**config.mk**
```make
export PLATFORM = sky130hd
export DESIGN_NAME = uart_tx_core
export DESIGN_NICKNAME = d
export VERILOG_FILES = /design/src/rtl/uart_tx_core.sv
export SDC_FILE = /design/constraint.sdc
export NUM_CORES = 1
export LEC_CHECK = 0
export ABC_CLOCK_PERIOD_IN_PS = 1800
export CAP_MARGIN = 10
export CELL_PAD_IN_SITES_DETAIL_PLACEMENT = 1
export CELL_PAD_IN_SITES_GLOBAL_PLACEMENT = 1
export CORE_ASPECT_RATIO = 1.1
export CORE_MARGIN = 2
export CORE_UTILIZATION = 43
export DETAILED_ROUTE_END_ITERATION = 10
export PLACE_DENSITY_LB_ADDON = 0.1
export REMOVE_ABC_BUFFERS = 1
export SYNTH_ARGS = -nofsm -noshare
export SYNTH_HDL_FRONTEND = slang
export SYNTH_SLANG_ARGS = --single-unit
```
**constraint.sdc**
```tcl
create_clock -name clk -period 1.8 [get_ports clk]
set_input_delay 0.36 -clock clk [delete_from_list [all_inputs] [get_ports clk]]
set_output_delay 0.36 -clock clk [all_outputs]
set_load 0.05 [all_outputs]
```
**src/rtl/uart_tx_core.sv**
```systemverilog
// uart_tx_core: valid/ready UART transmitter with programmable baud, width, parity and stop bits.
// All outputs are registered; the next line value is computed from the next state.
module uart_tx_core #(
    parameter int CLKS_PER_BIT = 104,
    parameter int DATA_BITS    = 8,
    parameter int PARITY       = 0,
    parameter int STOP_BITS    = 1
) (
    input  logic                 clk,
    input  logic                 rst_n,
    input  logic [DATA_BITS-1:0] tx_data,
    input  logic                 tx_valid,
    output logic                 tx_ready,
    output logic                 tx_busy,
    output logic                 ftdi_tx
);
    localparam int BW = $clog2(CLKS_PER_BIT);

    typedef enum logic [2:0] {IDLE, START, DATA, PAR, STOP} state_t;

    state_t               state, state_next;
    logic [BW-1:0]        baud;
    logic [3:0]           bit_idx;
    logic [DATA_BITS-1:0] shreg;
    logic                 par_bit;
    logic                 tick, hs, last_data, last_stop, line_next;

    assign tick      = baud == BW'(CLKS_PER_BIT - 1);
    assign hs        = state == IDLE && tx_ready && tx_valid;
    assign last_data = bit_idx == 4'(DATA_BITS - 1);
    assign last_stop = bit_idx == 4'(STOP_BITS - 1);

    always_ff @(posedge clk) begin
        if (!rst_n) state <= IDLE;
        else        state <= state_next;
    end

    always_comb begin
        state_next = IDLE;
        case (state)
            IDLE:    state_next = hs ? START : IDLE;
            START:   state_next = tick ? DATA : START;
            DATA:    state_next = !(tick && last_data) ? DATA : (PARITY != 0 ? PAR : STOP);
            PAR:     state_next = tick ? STOP : PAR;
            STOP:    state_next = (tick && last_stop) ? IDLE : STOP;
            default: state_next = IDLE;
        endcase
    end

    // shreg[0] is the bit on the line during DATA, so the following bit is shreg[1]
    always_comb begin
        line_next = state_next == IDLE  ? 1'b1 :
                    state_next == START ? 1'b0 :
                    !tick               ? ftdi_tx :
                    state_next == DATA  ? (state == START ? shreg[0] : shreg[1]) :
                    state_next == PAR   ? par_bit : 1'b1;
    end

    always_ff @(posedge clk) begin
        if (!rst_n) begin
            baud     <= '0;
            bit_idx  <= '0;
            shreg    <= '0;
            par_bit  <= 1'b0;
            ftdi_tx  <= 1'b1;
            tx_ready <= 1'b0;
            tx_busy  <= 1'b0;
        end else begin
            baud    <= (state == IDLE || tick) ? '0 : baud + 1'b1;
            bit_idx <= state_next != state ? '0 : tick ? bit_idx + 1'b1 : bit_idx;
            if (hs) begin
                shreg   <= tx_data;
                par_bit <= PARITY == 1 ? ~^tx_data : ^tx_data;
            end else if (state == DATA && tick) begin
                shreg <= shreg >> 1;
            end
            ftdi_tx  <= line_next;
            tx_ready <= state_next == IDLE;
            tx_busy  <= state_next != IDLE;
        end
    end
endmodule

```
# Word-level counts from Yosys, hierarchy flattened
# Cells that the tools add are included.
[word_totals]
register_bits = 26
elab_cells = 50
mem_count = 0
out_inout_bits = 3
input_bits = 11
latchBits = 0
romBits = 0
ramBits = 0
[classes]
addsub = 2
reduce_logical = 16
div_mod_pow = 0
n_eq_ne = 10
bitwise_logic = 1
n_lt_le_gt_ge = 0
multipliers = 0
muxes = 13
shifts = 0
[ops]
columns = ["operator", "n"]
rows = [
  ["$mux 8", 2],
  ["$pmux 3 s5", 1],
  ["$eq 3x2->1 const B", 4],
  ["$mux 3", 3],
  ["$reduce_xor 8->1", 1],
  ["$add 7x1->7 const B", 1],
  ["$eq 7x7->1 const B", 1],
  ["$eq 3x1->1 const B", 2],
  ["$logic_not 3->1", 2],
  ["$mux 1", 6],
  ["$reduce_or 2->1", 3],
  ["$logic_and 1x1->1", 5],
  ["$add 4x1->4 const B", 1],
  ["$eq 4x3->1 const B", 1],
  ["$logic_not 4->1", 1],
  ["$reduce_bool 2->1", 2],
  ["$eq 3x3->1 const B", 1],
  ["$ne 3x3->1", 1],
  ["$reduce_bool 3->1", 1],
  ["$mux 2", 1],
  ["$logic_or 1x1->1", 1],
  ["$not 1->1", 1],
]

# Depth between registers and ports, before layout
# Gate-level depths: netlist of run 1.
[logic_depth]
word_depth = 10
ltp_mapped = 6
depth_no_buf = 6

# Worst setup path before layout of run 1
# Ideal clock, no wire load.
[synth_timing]
path_kind = "register to register"
startpoint = "register tx_ready"
endpoint = "register ftdi_tx"
synth_period_minus_slack_ns = 1.639
required_ns = 1.668
arrival_ns = 1.507
path_buffers = 0
setup_time_ns = 0.132
slack_ns = 0.161
stages_incl_launch_ff = 5
path_cell_list = "dfxtp_1 > a21oi_1 > o31a_1 > a2111oi_2 > a211oi_2"
[synth_between]
elab_chain_cells = 9
word_cells_on_any_way = 14
cone_classes = "3 x eq/ne; 6 x mux; 5 x reduce/logical"
[synth_rtl]
columns = ["item", "line_no", "rtl"]
rows = [
  ["from (decl)", "13", "output logic tx_ready,"],
  ["from (signal assigned)", "66", "tx_ready <= 1'b0;"],
  ["from (signal assigned)", "78", "tx_ready <= state_next == IDLE;"],
  ["$logic_and 1x1->1 (*) (2 in series)", "29", "assign hs = state == IDLE && tx_ready && tx_valid;"],
  ["$mux 1 (*)", "41", "IDLE: state_next = hs ? START : IDLE;"],
  ["$pmux 3 s5 (*)", "40", "case (state)"],
  ["$eq 3x2->1", "56", "state_next == PAR ? par_bit : 1'b1;"],
  ["$mux 1", "56", ""],
  ["$mux 1", "55", "state_next == DATA ? (state == START ? shreg[0] : shreg[1]) :"],
  ["$mux 1", "54", "!tick ? ftdi_tx :"],
  ["$mux 1", "53", "state_next == START ? 1'b0 :"],
  ["to (signal assigned)", "77", "ftdi_tx <= line_next;"],
  ["to (decl)", "15", "output logic ftdi_tx"],
]
# Mark *: on every way between the ends. The rest lies on a longest branch, timed or not. The select of a mux whose other input is x is not followed.
# A chain may end at the register's enable or synchronous reset.

# Worst setup path in the final report of run 1
[layout_timing]
startpoint = "register state[2]"
endpoint = "register baud[3]"
[layout_between]
elab_chain_cells = 3
[layout_rtl]
columns = ["item", "line_no", "rtl"]
rows = [
  ["from (decl)", "21", "state_t state, state_next;"],
  ["from (signal assigned)", "35", "else state <= state_next;"],
  ["$logic_not 3->1", "69", "baud <= (state == IDLE || tick) ? '0 : baud + 1'b1;"],
  ["$logic_or 1x1->1", "69", ""],
  ["$reduce_or 2->1 (no source line)", "-", ""],
  ["to (signal assigned)", "69", ""],
  ["to (decl)", "22", "logic [BW-1:0] baud;"],
]
# Every way passes these cells.

==> results by group, run 1 <==
Timing
  – Post-route minimum period: 1630 ps
  – Max-slew headroom: 60.9%
  – Maximum clock rate: 614 MHz
  – Fin. Hold Viols: 0
  – RSZ-0062 raised after global routing: false
  – Tightest Pin Transition: 581 ps
  – Post-route setup slack: 172 ps
  – Max Slew Vio Count: 0
  – Period utilisation layout: 90.4%
  – Final setup fails: 0
  – Worst Skew: 5.60 ps

Critical path
  – Setup crit end kind: flop
  – Worst setup SP type: flop
  – Reg-to-Reg Start: state[2]$_SDFF_PN0_
  – Critical Path Max Stage Delay: 530 ps
  – Critical path's slowest cell: o31ai_1
  – Critical Path RT: 2020 ps
  – Crit path buffers/inverters: 1
  – Critical Path Fanout Max: 11
  – Crit path arrival time: 1850 ps
  – Cell count of the worst reg-to-reg path: 4
  – Cell family with the largest share of critical-path delay: compound AO/OA/AOI/OAI gates
  – CP Launch Point: state[2]$_SDFF_PN0_
  – Setup CP Type: reg2reg
  – Crit-path cells: buf_4, o31ai_1, nand2b_1, nor2_1
  – WP depth: 4

CTS
  – CTS Buffer Depth: 2
  – Root Buffer: clkbuf_4
  – H-tree depth: 1
  – CTS tree: done
  – CTS buffer count: 3
  – Postcts setup bufs: 0
  – Clock edge transition at the registers on the reported setup and hold paths: around 140 ps
  – CTS sink cnt: 26
  – Worst-skew pair later-pin latency: approximately 320 ps

Synth
  – Count leader, synth: dfxtp_1
  – Share of flip-flops with an asynchronous set or reset: 0%
  – Top cell type by total area after synthesis: dfxtp_1
  – Top cells by area, synth: dfxtp_1, xnor2_1, nand3_1
  – Post-Syn Area: between 0.001 and 0.0015 sq mm
  – Top FF cell, synth: dfxtp_1
  – Synth Instances: 170
  – Syn avg cell area: just under 9 sq um
  – Register bit total from synthesis: 26
  – Largest family of logic cells by synthesized area: simple AND/OR/NAND/NOR gates
  – Synth Area in Compound Gates: 21.3%
  – Post-synthesis cell type count: 47
  – Number of synthesized flops with an enable pin: 0
  – Synth cell count leaders: dfxtp_1, nand3_1, nor2_1, o21ai_0, xnor2_1
  – Post-synth top area share: 34.8%
  – Synth Area in Simple Gates: 27.6%
  – Synth Warn #: 0
  – Mux share of post-synthesis cell area: 0%
  – Sequential area share after synthesis: 34.8%
  – Adder-Cell Fraction of Synth Area: 2.51%
  – Post-Synth XOR/XNOR Area: 8.19%

Finish
  – Fill count: 414
  – Final core utilization: 53.7%
  – Final instance area: about 0.0018 sq mm
  – Final #Nets: 209
  – Footprint of the multi-input gates: 893 sq um
  – Share of layout cells above drive strength 1: 18.1%
  – Seq. cell area: 520 sq um
  – Post-Layout Cell Count: 241
  – ANT cells: 0
  – Synth-to-layout area growth: 19.5%

Place
  – Post-Place Cell Area: 0.00177 sq mm
  – Post-placement worst setup slack: -87.4 ps
  – Routability cong.: between 0.8 and 0.9
  – HPWL Detailed: between 3000 and 4000 um
  – Placed cells: 238
  – IO Port Bufs: 13

Route
  – Wire per inst: 16.2 um
  – Via Count: about 1300
  – Routed Antenna Nets: 0
  – Post-DR vias/cell: 5.59
  – Residual DRC count: 0
  – Initial detailed-routing violation count: 57
  – Final WL: between 3000 and 4000 um
  – Pre-antenna DRT Iters: 4

Pwr
  – Share of total power in combinational logic: ~20%
  – P_leak: between 0.0006 and 0.0007 uW
  – Total power divided by cell area: a little over 600 mW/mm^2
  – VDD IR max: between 0.3 and 0.4 mV
  – Sw Share: 28.0%
  – Sequential share of power: 57.1%
  – P_sw: 307 uW
  – Tot Pwr: between 1000 and 1500 uW
  – Internal Power: 789 uW
  – Clock power frac: a little under a quarter

GRT
  – Total GRT Usage: 22.3%
  – Vias in the first global route: 1451
  – Aggregate global routing overflow: 0
  – Initial antenna violation count: 0
  – Global-route wire length before repair: between 6000 and 7000 um
  – Largest net degree at the start of global routing: 14

Floorplanning
  – Row cnt: 22
  – Die W: 60.3 um
  – Die height: 65.9 um
  – Top-Level Pins: 14
  – Die area: 0.00397 sq mm
  – Core area: 0.00333 sq mm
  – Initial Utilization: between 40 and 50%

Min path
  – Hold depth: 1
  – Hold_sp: baud[0]$_SDFF_PP0_
  – Tightest Hold Check Type: reg2reg

Outcome
  – Status: finished, final reports clean

Flow run
  – Max-cap violations: 0
[layout make-up]
type | instances | share of cell area, %
inverters | 6 | 1.26
flip-flops and latches | 26 | 29.1
clock buffers | 3 | 1.26
repair buffers | 31 | 15.1
multi-input cells | 127 | 49.9
well taps | 48 | 3.36
[cell usage in the layout (no fill, tap or decap), types with 2 or more instances in the layout]
cell / count
dfxtp_1: 26
nand2_1: 7
buf_4: 20
and3_1: 2
nand4bb_1: 2
nor3b_1: 2
o2111ai_1: 2
clkdlybuf4s50_1: 10
a21oi_1: 8
nor3_1: 4
o21a_1: 2
nand4_1: 6
nor2_1: 13
nor2b_1: 2
and2_1: 3
nor3_2: 2
xor2_1: 3
o21ai_0: 12
nand3_1: 13
clkbuf_4: 3
inv_1: 6
o211a_1: 6
ha_1: 3
xnor2_1: 11
[cells by family (layout without fill, tap and decap cells)]
group / Yosys count / count (layout)
simple gates: 68 / 68
compound gates: 42 / 42
flops: 26 / 26
buf+inv: 17 / 40
xor+xnor: 14 / 14
fa+ha+maj: 3 / 3
[timing repair]
action	CTS	global route
endpoints found under the setup margin	0	2
hold buffers	0	0
resized for setup	0	1
[state kept, by name, summed over array words and instances (netlist names)]
| signal | count |
|---|---|
| state | 3 |
| par_bit | 1 |
| tx_busy | 1 |
| bit_idx | 4 |
| baud | 7 |
| shreg | 8 |
| ftdi_tx | 1 |
| tx_ready | 1 |
[stage by stage]
step           hold WS (ps)  setup TNS, ps
2_1_floorplan           413          -2060
3_3_place_gp            425          -36.3
3_5_place_dp            443           -560
4_1_cts                 463              0
5_1_grt                 480              0
6_report                456              0
[final timing paths]
kind	to	slack, ps
max	baud[3]$_SDFF_PP0_	170
min	baud[0]$_SDFF_PP0_	460
max reg2reg	baud[3]$_SDFF_PP0_	170
min reg2reg	baud[0]$_SDFF_PP0_	460
[power groups by stage]
stage / Sequential, uW / Clock [uW] / Combinational [uW]
floorplan: 654 / 0 / 102
detailed placement: 639 / 0 / 224
global route: 631 / 285 / 240
global placement: 637 / 0 / 216
CTS: 626 / 260 / 224
finish: 626 / 248 / 222
[metal layers]
layer  vias to the layer above  wire length, um  track usage, %
met1                       656             1770            25.1
li1                        669                -               -
met3                         8               70            3.52
met5                         -                0               0
met2                        14             1990            39.9
met4                         0               82            10.3
[worst register-to-register path, stage by stage, from the launching register on]
cell and delay [ps]:
dfxtp_1 460, buf_4 210, o31ai_1 530, nand2b_1 260, nor2_1 70
Note: power is estimated with default switching activity, not from simulation.
==> run 2, diff against run 1 <==
- CTS_CLUSTER_DIAMETER: not set -> 60
==> results of run 2 <==
No change in the layout: final DEF, timing and power equal those of run 1.
==> run 3, diff against run 2 <==
- ABC_AREA: not set -> 1
- ABC_CLOCK_PERIOD_IN_PS: 1800 -> 1590
- CORE_UTILIZATION: 43 -> 41
- clock period: 1.8 -> 1.59 ns (I/O delays scaled with it)
==> results by group, run 3 <==
Synth
  – Post-Synth XOR/XNOR Area: 5.50% (was 8.19%)
  – Top cell type by total area after synthesis: dfxtp_1 (unchanged)
  – Synth Instances: 184 (was 170)
  – Share of flip-flops with an asynchronous set or reset: 0% (unchanged)
  – Top FF cell, synth: dfxtp_1 (unchanged)
  – Syn avg cell area: 7.79 sq um (was 8.81 sq um)
  – Synth Area in Compound Gates: 11.7% (was 21.3%)
  – Post-synthesis cell type count: 32 (was 47)
  – Synth Warn #: 0 (unchanged)
  – Count leader, synth: nand2_1 (was dfxtp_1)
  – Synth cell count leaders: nand2_1, dfxtp_1, nor2_1, inv_1, o21ai_0 (was dfxtp_1, nand3_1, nor2_1, o21ai_0, xnor2_1)
  – Mux share of post-synthesis cell area: 0% (unchanged)
  – Sequential area share after synthesis: 36.3% (was 34.8%)
  – Post-Syn Area: 0.00143 sq mm (was 0.00150 sq mm)
  – Post-synth top area share: 36.3% (was 34.8%)
  – Number of synthesized flops with an enable pin: 0 (unchanged)
  – Register bit total from synthesis: 26 (unchanged)
  – Adder-Cell Fraction of Synth Area: 2.62% (was 2.51%)
  – Top cells by area, synth: dfxtp_1, nand2_1, nor2_1 (was dfxtp_1, xnor2_1, nand3_1)
  – Largest family of logic cells by synthesized area: simple AND/OR/NAND/NOR gates (unchanged)
  – Synth Area in Simple Gates: 35.5% (was 27.6%)

CTS
  – CTS sink cnt: 26 (unchanged)
  – CTS buffer count: 3 (unchanged)
  – CTS Buffer Depth: 2 (unchanged)
  – Clock edge transition at the registers on the reported setup and hold paths: 150 ps (was 140 ps)
  – H-tree depth: 1 (unchanged)
  – CTS tree: done (unchanged)
  – Worst-skew pair later-pin latency: 330 ps (was 320 ps)
  – Root Buffer: clkbuf_4 (unchanged)

Critical path
  – Setup crit end kind: flop (unchanged)
  – Worst setup SP type: flop (unchanged)
  – Setup CP Type: reg2reg (unchanged)
  – Crit-path cells: ha_4, buf_6, nand2_4, nand3b_4, a21oi_4, buf_4, a21oi_2, nand2_2, nor2_1 (was buf_4, o31ai_1, nand2b_1, nor2_1)
  – Crit path arrival time: 1780 ps (was 1850 ps)
  – Critical path's slowest cell: dfxtp_2 (was o31ai_1)
  – Crit path buffers/inverters: 2 (was 1)
  – Critical Path RT: 1820 ps (was 2020 ps)
  – Cell family with the largest share of critical-path delay: simple AND/OR/NAND/NOR gates (was compound AO/OA/AOI/OAI gates)
  – Critical Path Fanout Max: 4 (was 11)
  – Critical Path Max Stage Delay: 380 ps (was 530 ps)

GRT
  – Aggregate global routing overflow: 0 (unchanged)
  – Initial antenna violation count: 0 (unchanged)
  – Total GRT Usage: 19.5% (was 22.3%)
  – Global-route wire length before repair: 5910 um (was 6670 um)
  – Largest net degree at the start of global routing: 16 (was 14)
  – Vias in the first global route: 1343 (was 1451)

Floorplanning
  – Die W: 60.4 um (was 60.3 um)
  – Initial Utilization: 43.0% (was 45.0%)
  – Die height: 66.0 um (was 65.9 um)
  – Row cnt: 22 (unchanged)
  – Core area: 0.00333 sq mm (unchanged)
  – Top-Level Pins: 14 (unchanged)
  – Die area: 0.00398 sq mm (was 0.00397 sq mm)

Pwr
  – P_leak: 0.000756 uW (was 0.000698 uW)
  – VDD IR max: 0.422 mV (was 0.318 mV)
  – Total power divided by cell area: 734 mW/mm^2 (was 613 mW/mm^2)

Timing
  – Tightest Pin Transition: 354 ps (was 581 ps)
  – Max-slew headroom: 76.1% (was 60.9%)
  – Post-route minimum period: 1550 ps (was 1630 ps)
  – Maximum clock rate: 647 MHz (was 614 MHz)
  – Post-route setup slack: 43.5 ps (was 172 ps)
  – Period utilisation layout: 97.3% (was 90.4%)
  – Worst Skew: 12.8 ps (was 5.60 ps)
  – Fin. Hold Viols: 0 (unchanged)
  – RSZ-0062 raised after global routing: true (was false)
  – Final setup fails: 0 (unchanged)
  – Max Slew Vio Count: 0 (unchanged)

Finish
  – Share of layout cells above drive strength 1: 28.7% (was 18.1%)
  – Regs by FF count: shreg x8, baud x7, bit_idx x4 (unchanged)
  – Synth-to-layout area growth: 26.6% (was 19.5%)
  – Most flops, register: shreg (unchanged)
  – Commonest non-fill, non-tap cell in the layout: nand2_1 (was dfxtp_1)
  – ANT cells: 0 (unchanged)
  – Final #Nets: 231 (was 209)
  – Most frequent cells in the layout: nand2_1, dfxtp_1, buf_4 (was dfxtp_1, buf_4, nor2_1, nand3_1, o21ai_0)
  – Post-Layout Cell Count: 264 (was 241)
  – Fill count: 425 (was 414)
  – Largest register FFs: 8 (unchanged)

Route
  – DR WL met3: 66 um (was 70 um)
  – Routed Antenna Nets: 0 (unchanged)
  – Initial detailed-routing violation count: 26 (was 57)
  – Pre-antenna DRT Iters: 4 (unchanged)
  – Wire per inst: 13.7 um (was 16.2 um)
  – Residual DRC count: 0 (unchanged)
  – Final WL: 3610 um (was 3910 um)
  – WL met1: 1510 um (was 1770 um)
  – Via Count: 1278 (was 1347)
  – Post-DR vias/cell: 4.84 (was 5.59)
  – Top layer in use: met4 (unchanged)
  – WL met2: 2000 um (was 1990 um)

Place
  – HPWL Detailed: 2680 um (was 3130 um)
  – IO Port Bufs: 13 (unchanged)
  – Placed cells: 253 (was 238)
  – Post-placement worst setup slack: -43.6 ps (was -87.4 ps)
  – Routability cong.: 0.801 (about the same)

Flow run
  – Max-cap violations: 0 (unchanged)

Outcome
  – Status: finished, final reports clean (unchanged)

Min path
  – Tightest Hold Check Type: reg2reg (unchanged)
[run 3: cell types whose count changed after synthesis, sizes merged, moves of 3 or more]
cell / change
a31oi: +5
and2: -3
and3: -3
buf: -3
clkbuf: -4
inv: +15
nand2: +40
nand3: -4
nand4: -4
nor2: +10
o2111ai: -3
o211a: -6
xnor2: -5
[run 3: routing by layer]
layer,GRT usage (%),up-vias
met5,0,-
met4,6.94,0
met3,2.54,2
met2,34.8,12
met1,23.3,604
li1,-,660
[run 3: repair_timing]
action,CTS,global route
resized for setup,1,9
setup buffers,0,7
hold buffers,0,0
pin swaps,0,9
endpoints found under the setup margin,5,18
[run 3: stage by stage]
| step | area (sq um) | TNS (ps) | util, % | power (uW) | hold WS [ps] |
|---|---|---|---|---|---|
| 6_report | 1810 | 0 | 54.5 | 1330 | 506 |
| 5_1_grt | 1810 | -174 | 54.5 | 1400 | 542 |
| 4_1_cts | 1720 | 0 | 51.6 | 1320 | 508 |
| 3_5_place_dp | 1680 | -305 | 50.3 | 978 | 487 |
| 3_3_place_gp | 1680 | -49.8 | 50.3 | 969 | 463 |
| 2_1_floorplan | 1390 | 0 | - | 869 | 418 |
[run 3: path summary, 6_finish.rpt]
path	from	end	slack, ps	cells past startpoint
max	baud[1]$_SDFF_PP0_	bit_idx[0]$_SDFFE_PP0P_	40	9
min	shreg[5]$_SDFFE_PN0P_	shreg[4]$_SDFFE_PN0P_	510	2
max reg2reg	baud[1]$_SDFF_PP0_	bit_idx[0]$_SDFFE_PP0P_	40	9
min reg2reg	shreg[5]$_SDFFE_PN0P_	shreg[4]$_SDFFE_PN0P_	510	2
[run 3: cell type report]
class / count / area (sq um) / share of cell area, %
timing repair buffer: 32 / 294 / 16.2
inverter: 21 / 78.8 / 4.34
multi-input combinational: 133 / 821 / 45.2
tap: 48 / 60.1 / 3.31
clock buffer: 4 / 36.3 / 2.00
sequential: 26 / 524 / 28.9
[run 3: kinds of logic (layout without fill, tap and decap cells)]
family	count (synthesis)	in the layout
buffers and inverters	25	57
adders and majority gates	3	3
DFF	26	26
xor gates and xnor gates	9	9
AOI/OAI and AO/OA	26	26
and+or+nand+nor	95	95
[run 3: power breakdown]
| part | internal [uW] | total [uW] | switching, uW |
|---|---|---|---|
| clock network | 140 | 345 | 205 |
| registers | 682 | 705 | 23.1 |
| logic | 133 | 282 | 149 |
| total | 955 | 1330 | 377 |
[run 3: worst register-to-register path, stage by stage (launching register included)]
cell,delay [ps]
dfxtp_2,380
ha_4,150
buf_6,100
nand2_4,50
nand3b_4,190
a21oi_4,220
buf_4,140
a21oi_2,50
nand2_2,110
nor2_1,50
